File: src/rtl/axis_join_pkg.sv
// Shared defaults and m_user packing for the weights/pixel stream join.
// tuser_st is the legacy default-width view of m_user (pixel user at the MSBs).
package axis_join_pkg;

  localparam int          CFG_BIT_DEF   = 0;
  localparam logic [15:0] GATE_MASK_DEF = 16'hFFF0;
  localparam int          W_USER_W_DEF  = 16;
  localparam int          P_USER_W_DEF  = 3;

  // m_user = {pixel user of stream 0, gated weights user}
  localparam int M_USER_W_LSB = 0;

  function automatic int m_user_p_lsb(input int w_user_w);
    return w_user_w;
  endfunction

  typedef struct packed {
    logic [P_USER_W_DEF-1:0] pix;
    logic [W_USER_W_DEF-1:0] w;
  } tuser_st;

  function automatic tuser_st tuser_unpack(input logic [P_USER_W_DEF+W_USER_W_DEF-1:0] flat);
    return tuser_st'(flat);
  endfunction

  function automatic logic [P_USER_W_DEF+W_USER_W_DEF-1:0] tuser_pack(input tuser_st t);
    return t;
  endfunction

endpackage

File: src/rtl/axis_skid2.sv
// Generic 2-entry registered skid buffer: s_ready depends only on flop state,
// so there is no combinational path from m_ready back to s_ready.
module axis_skid2 #(
  parameter int DATA_W = 8
) (
  input  logic              aclk,
  input  logic              areset,
  input  logic              s_valid,
  output logic              s_ready,
  input  logic [DATA_W-1:0] s_data,
  output logic              m_valid,
  input  logic              m_ready,
  output logic [DATA_W-1:0] m_data
);

  logic              main_full_q, main_full_d;
  logic              skid_full_q, skid_full_d;
  logic [DATA_W-1:0] main_data_q, main_data_d;
  logic [DATA_W-1:0] skid_data_q, skid_data_d;
  logic              drain;
  logic              push;

  assign s_ready = !skid_full_q;
  assign m_valid = main_full_q;
  assign m_data  = main_data_q;
  assign drain   = main_full_q && m_ready;
  assign push    = s_valid && !skid_full_q;

  always_comb begin
    main_full_d = main_full_q;
    skid_full_d = skid_full_q;
    main_data_d = main_data_q;
    skid_data_d = skid_data_q;
    if (drain) begin
      // skid full implies no push this cycle, so skid always refills main first
      if (skid_full_q) begin
        main_data_d = skid_data_q;
        skid_full_d = 1'b0;
      end else if (push) begin
        main_data_d = s_data;
      end else begin
        main_full_d = 1'b0;
      end
    end else if (push) begin
      if (!main_full_q) begin
        main_data_d = s_data;
        main_full_d = 1'b1;
      end else begin
        skid_data_d = s_data;
        skid_full_d = 1'b1;
      end
    end
  end

  always_ff @(posedge aclk or posedge areset) begin
    if (areset) begin
      main_full_q <= 1'b0;
      skid_full_q <= 1'b0;
      main_data_q <= '0;
      skid_data_q <= '0;
    end else begin
      main_full_q <= main_full_d;
      skid_full_q <= skid_full_d;
      main_data_q <= main_data_d;
      skid_data_q <= skid_data_d;
    end
  end

endmodule

File: src/rtl/axis_stream_join.sv
// Joins one weights stream with N_PIX pixel streams into one beat-aligned,
// fully registered output; config beats bypass the pixel streams.
module axis_stream_join
  import axis_join_pkg::*;
#(
  parameter int                  N_PIX      = 2,
  parameter int                  WORD_WIDTH = 8,
  parameter int                  ROWS       = 8,
  parameter int                  COLS       = 24,
  parameter int                  W_USER_W   = 16,
  parameter int                  P_USER_W   = 3,
  parameter int                  CFG_BIT    = CFG_BIT_DEF,
  parameter logic [W_USER_W-1:0] GATE_MASK  = W_USER_W'(GATE_MASK_DEF),
  parameter int                  CNT_W      = 32
) (
  input  logic                             aclk,
  input  logic                             areset,
  input  logic                             s_w_valid,
  output logic                             s_w_ready,
  input  logic                             s_w_last,
  input  logic [COLS*WORD_WIDTH-1:0]       s_w_data,
  input  logic [W_USER_W-1:0]              s_w_user,
  input  logic [N_PIX-1:0]                 s_p_valid,
  output logic [N_PIX-1:0]                 s_p_ready,
  input  logic [N_PIX-1:0]                 s_p_last,
  input  logic [N_PIX*ROWS*WORD_WIDTH-1:0] s_p_data,
  input  logic [N_PIX*P_USER_W-1:0]        s_p_user,
  output logic                             m_valid,
  input  logic                             m_ready,
  output logic                             m_last,
  output logic [COLS*WORD_WIDTH-1:0]       m_w_data,
  output logic [N_PIX*ROWS*WORD_WIDTH-1:0] m_p_data,
  output logic [W_USER_W+P_USER_W-1:0]     m_user,
  input  logic                             clr_stats,
  output logic                             err_last,
  output logic [CNT_W-1:0]                 beat_cnt
);

  localparam int WD_W   = COLS*WORD_WIDTH;
  localparam int PD_W   = N_PIX*ROWS*WORD_WIDTH;
  localparam int ENT_W  = 1 + P_USER_W + W_USER_W + PD_W + WD_W;
  localparam int WU_LSB = WD_W + PD_W;
  localparam int PU_LSB = WU_LSB + W_USER_W;
  localparam int MU_P   = m_user_p_lsb(W_USER_W);

  logic                 cfg;
  logic                 slot_ok;
  logic                 pix_all;
  logic                 fire;
  logic                 mismatch;
  logic [P_USER_W-1:0]  p_user_cap;
  logic [PD_W-1:0]      p_data_cap;
  logic [ENT_W-1:0]     ent_in;
  logic [ENT_W-1:0]     ent_out;
  logic [W_USER_W-1:0]  w_user_out;
  logic                 err_last_q, err_last_d;
  logic [CNT_W-1:0]     beat_cnt_q, beat_cnt_d;
  logic                 unused_pix_user;

  assign cfg       = s_w_user[CFG_BIT];
  assign pix_all   = &s_p_valid;
  assign s_w_ready = slot_ok && (cfg || pix_all);
  assign fire      = s_w_valid && s_w_ready;

  // each pixel ready ignores its own valid so ready never waits on valid
  for (genvar i = 0; i < N_PIX; i++) begin : g_p_ready
    assign s_p_ready[i] = slot_ok && s_w_valid && !cfg &&
                          (&(s_p_valid | (N_PIX'(1) << i)));
  end

  assign p_user_cap      = cfg ? '0 : s_p_user[P_USER_W-1:0];
  assign p_data_cap      = cfg ? '0 : s_p_data;
  assign ent_in          = {s_w_last, p_user_cap, s_w_user, p_data_cap, s_w_data};
  assign unused_pix_user = ^s_p_user;

  axis_skid2 #(.DATA_W(ENT_W)) u_skid (
    .aclk    (aclk),
    .areset  (areset),
    .s_valid (fire),
    .s_ready (slot_ok),
    .s_data  (ent_in),
    .m_valid (m_valid),
    .m_ready (m_ready),
    .m_data  (ent_out)
  );

  assign m_last     = ent_out[ENT_W-1];
  assign m_w_data   = ent_out[0 +: WD_W];
  assign m_p_data   = ent_out[WD_W +: PD_W];
  assign w_user_out = ent_out[WU_LSB +: W_USER_W];

  assign m_user[MU_P +: P_USER_W]         = ent_out[PU_LSB +: P_USER_W];
  assign m_user[M_USER_W_LSB +: W_USER_W] = (w_user_out & ~GATE_MASK) |
                                            (w_user_out & GATE_MASK & {W_USER_W{m_valid}});

  always_comb begin
    mismatch   = ((s_p_last != '0) && (s_p_last != '1)) || ((|s_p_last) && !s_w_last);
    err_last_d = err_last_q;
    if (fire && !cfg && mismatch) err_last_d = 1'b1;
    if (clr_stats)                err_last_d = 1'b0;
    beat_cnt_d = clr_stats ? '0 : beat_cnt_q + CNT_W'(m_valid && m_ready);
  end

  always_ff @(posedge aclk or posedge areset) begin
    if (areset) begin
      err_last_q <= 1'b0;
      beat_cnt_q <= '0;
    end else begin
      err_last_q <= err_last_d;
      beat_cnt_q <= beat_cnt_d;
    end
  end

  assign err_last = err_last_q;
  assign beat_cnt = beat_cnt_q;

endmodule

File: config.mk
export PLATFORM = sky130hd
export DESIGN_NAME = axis_stream_join
export DESIGN_NICKNAME = d
export VERILOG_FILES = /design/src/rtl/axis_join_pkg.sv /design/src/rtl/axis_skid2.sv /design/src/rtl/axis_stream_join.sv
export SDC_FILE = /design/constraint.sdc
export NUM_CORES = 2
export LEC_CHECK = 0
export BUFFER_PORTS_ARGS = -buffer_cell sky130_fd_sc_hd__buf_2
export CAP_MARGIN = 20
export CORE_AREA = 2 2 282 284
export CTS_BUF_LIST = sky130_fd_sc_hd__clkbuf_4 sky130_fd_sc_hd__clkbuf_8
export CTS_CLUSTER_DIAMETER = 30
export DETAILED_ROUTE_END_ITERATION = 7
export DIE_AREA = 0 0 284 286
export SYNTH_ARGS = -nofsm -noshare
export SYNTH_HDL_FRONTEND = slang
export SYNTH_HIERARCHICAL = 1
export SYNTH_SLANG_ARGS = --single-unit
export TNS_END_PERCENT = 20
File: constraint.sdc
create_clock -name aclk -period 25.5 [get_ports aclk]
set_clock_uncertainty 0.2 [all_clocks]
set_input_delay 1.275 -clock aclk [delete_from_list [all_inputs] [get_ports aclk]]
set_output_delay 1.275 -clock aclk [all_outputs]
set_load 0.05 [all_outputs]
==> summary.txt <==
Timing
  • Unrepaired setup endpoints after global routing: false
  • Rel. slew slack: a little over a fifth
  • Final Hold Viols: 0
  • Setup Viol. Count Final: 0
  • Post-route setup TNS: 0 ns
  • Worst slew pin tran: between 1 and 1.5 ns
  • Final period util: 20.2%
  • Fmax: about 0.19 GHz
  • Slew Limit Fails: 0
  • Crit path time final: a little over 5 ns

Placement
  • Gp weighted congestion: approximately 0.86
  • Cells after DPL: 3845
  • Detail Placement HPWL: 57100 um
  • IO buf count: approximately 730

Pwr
  • Power share of the combinational group: about two fifths
  • Clk pwr share: 28.1%
  • Worst VDD drop: ~0.000095 V
  • Lkg Pwr: between 0.015 and 0.02 uW
  • Sw power: ~2200 uW
  • Pwr/cell area: between 100 and 150 nW/um2
  • Sequential share of power: 33.0%
  • Int Power: around 3400 uW
  • Sw Share: between 30 and 40%

Detailed routing
  • Drc violations: 0
  • Drt wl/cell: 20.3 um
  • DR pass1 iterations: 4
  • Detailed-route wire length: about 85000 um
  • Via count: just over 20000
  • Vias/cell: about 5.0
  • 1st-iter DRT viols: between 800 and 900
  • Post-DRT Antenna Nets: 0

CTS
  • Clock transition at path regs: about 0.050 ns
  • Htree depth: 4
  • PostCTS Resize Cnt: 0
  • Clk sink count: 715
  • Post-CTS Setup Inserts: 0
  • Clk root buf: clkbuf_8
  • Hold-fix buffers, CTS: 0
  • CTS Buffer Depth: 3
  • Num CTS Buffers: between 150 and 200
  • Clock Latency Late Sink: slightly below 0.8 ns
  • TritonCTS clock tree: yes

Worst hold path
  • Hold Path Class: register to register
  • Hold Path Origin: u_skid/skid_data_q[328]

Synthesis
  • Post-synthesis sequential area ratio: 55.5%
  • Fraction of registers with async set or reset after synthesis: 100%
  • Simple-Gate Fraction of Synth Area: 4.57%
  • Post-synth top flop: dfrtp_1
  • Synthesized Nets: around 2500
  • Yosys warns: 6
  • Leading area contributor after synthesis: dfrtp_1
  • Yosys top cell area share: 55.5%
  • Most frequent cells after synthesis: dfrtp_1, mux2_2, mux2_1
  • Top cells by area, synth: dfrtp_1, mux2_2, mux2_1
  • Post-Synth Adder-Cell Area: 0.155%
  • Main combinational cell family by area after synthesis: multiplexers
  • Avg Inst Size Synth: 14.8 um2
  • Most frequent cell after synthesis: dfrtp_1
  • Synth Instances: 2183
  • EDFF count, synth: 0
  • Seq cells post-synth: 715
  • Compound-Gate Fraction of Synth Area: less than 1%
  • Syn Std Cell Area: between 30000 and 40000 um2
  • Library cells used by synthesis: 35
  • Mux contribution to synthesized area: 35.8%
  • XOR/XNOR Fraction of Synth Area: less than 1%

Critical path
  • RR Startpoint: u_skid/m_valid
  • Worst Setup End Kind: register
  • Worst Path Required: between 20 and 30 ns
  • CP startpoint kind: primary input
  • Reg2Reg Setup Slack: approximately 20 ns
  • Depth of the most critical reg-to-reg path: 6
  • CP startpoint: s_p_valid[1]
  • CP max FO: 68
  • Crit path capture: u_skid/m_data[47]
  • CP arrival: roughly 5.6 ns
  • Reg-to-reg endpoint: u_skid/m_data[12]
  • Critical path class: primary input to register

Floorplan
  • IO Pins: roughly 730
  • Cell Rows: roughly 100
  • Die height: about 290 um
  • Area of the die: 81200 um2
  • Initial Util: 41.1%
  • CORE AREA: 78400 um2
  • Die W: between 200 and 300 um

Finish
  • Non-filler instance count after layout: between 4000 and 5000
  • Area delta synth->final: 26.2%
  • # fillers: 6866
  • Layout cells sized above 1: ~57%
  • Nets: ~3300

GRT
  • GRT overflow: 0
  • Initial antenna violation count: 31
  • First-pass GRT wire length: 130000 um
  • Pin count of the biggest net entering global routing: roughly 180
  • All-Layer GR Usage: 20.4%
  • Vias in the first global route: around 22000

Job
  • Max_cap viols: 0

Outcome
  • Status: finished clean
[registers in the layout, summed over array words and instances, names as in the netlist]
signal              cells
u_skid/skid_full_q      1
beat_cnt               32
u_skid/m_valid          1
err_last                1
u_skid/m_data         340
u_skid/skid_data_q    340
[kinds of logic after synthesis]
family / count (synthesis)
XOR/XNOR: 11
AND/OR/NAND/NOR: 241
AO/OA/AOI/OAI: 38
adder cells (fa/ha/maj): 4
multiplexers: 1024
buffers and inverters: 150
flip-flops: 715
[routing by layer]
metal / GRT usage [%] / part of all wire [%] / routed length (um) / up-vias
li1: - / - / - / 9400
met1: 23.4 / 39 / 33100 / 10500
met2: 34.7 / 51 / 42800 / 635
met3: 6.34 / 6.2 / 5260 / 200
met4: 9.97 / 3.8 / 3250 / 16
met5: 0 / 0.12 / 105 / -
[power groups by stage]
stage / registers, uW / clock network, uW / logic, uW
after CTS: 1870 / 1630 / 2220
after detailed placement: 1880 / 0 / 2220
after global routing: 1930 / 1690 / 2300
after floorplan: 2680 / 0 / 873
after global placement: 1850 / 0 / 2180
final: 1870 / 1590 / 2200
[worst min path at each step]
stage                                    to  slack, ns  depth (start not counted)
finish              u_skid/skid_data_q[328]       0.28                          1
global route        u_skid/skid_data_q[328]       0.30                          1
detailed placement  u_skid/skid_data_q[319]       0.27                          1
floorplan           u_skid/skid_data_q[319]       0.25                          1
CTS                 u_skid/skid_data_q[328]       0.28                          1
global placement    u_skid/skid_data_q[332]       0.26                          1
[layout by cell type (no fill, tap or decap), types with 11 or more instances in the layout]
cell type	instances
nor2_1	19
nand4_1	12
clkbuf_8	187
o21ai_0	11
dfrtp_1	715
buf_4	21
or4_1	14
mux2_1	318
and2_1	17
bufinv_16	30
a21oi_1	15
inv_1	13
mux2_2	706
buf_2	724
clkinv_2	31
diode_2	23
nor2b_1	138
clkbuf_4	24
[cell type report]
type	instances	area (um2)	share of cell area, %
multi-input cells	1318	13400	32.9
well taps	1050	1310	3.23
repair buffers	750	3900	9.58
inverters	14	60.1	0.148
clock inverters	86	1310	3.23
flip-flops and latches	715	17900	44.0
clock buffers	211	2750	6.77
diodes	23	57.6	0.142
[worst max-delay path, stage by stage]
cell	delay (ns)
buf_2	0.09
and2_1	0.15
o21a_1	0.13
and2_1	0.22
nand2b_1	0.14
ha_1	0.26
nor3_4	0.43
buf_4	0.61
buf_4	0.83
buf_4	0.86
mux2_2	0.43
[metrics by stage]
stage	area (um2)	total power [uW]	hold WS (ns)	worst slack (ns)	utilization (%)
floorplan	32200	3560	0.254	4.91	-
global placement	36500	4030	0.263	19.67	46.6
detailed placement	36500	4100	0.272	19.62	46.6
CTS	40600	5720	0.284	20.34	51.8
global route	40700	5920	0.298	20.13	51.9
finish	40700	5660	0.280	20.35	51.9
(Power assumes the default switching activity.)
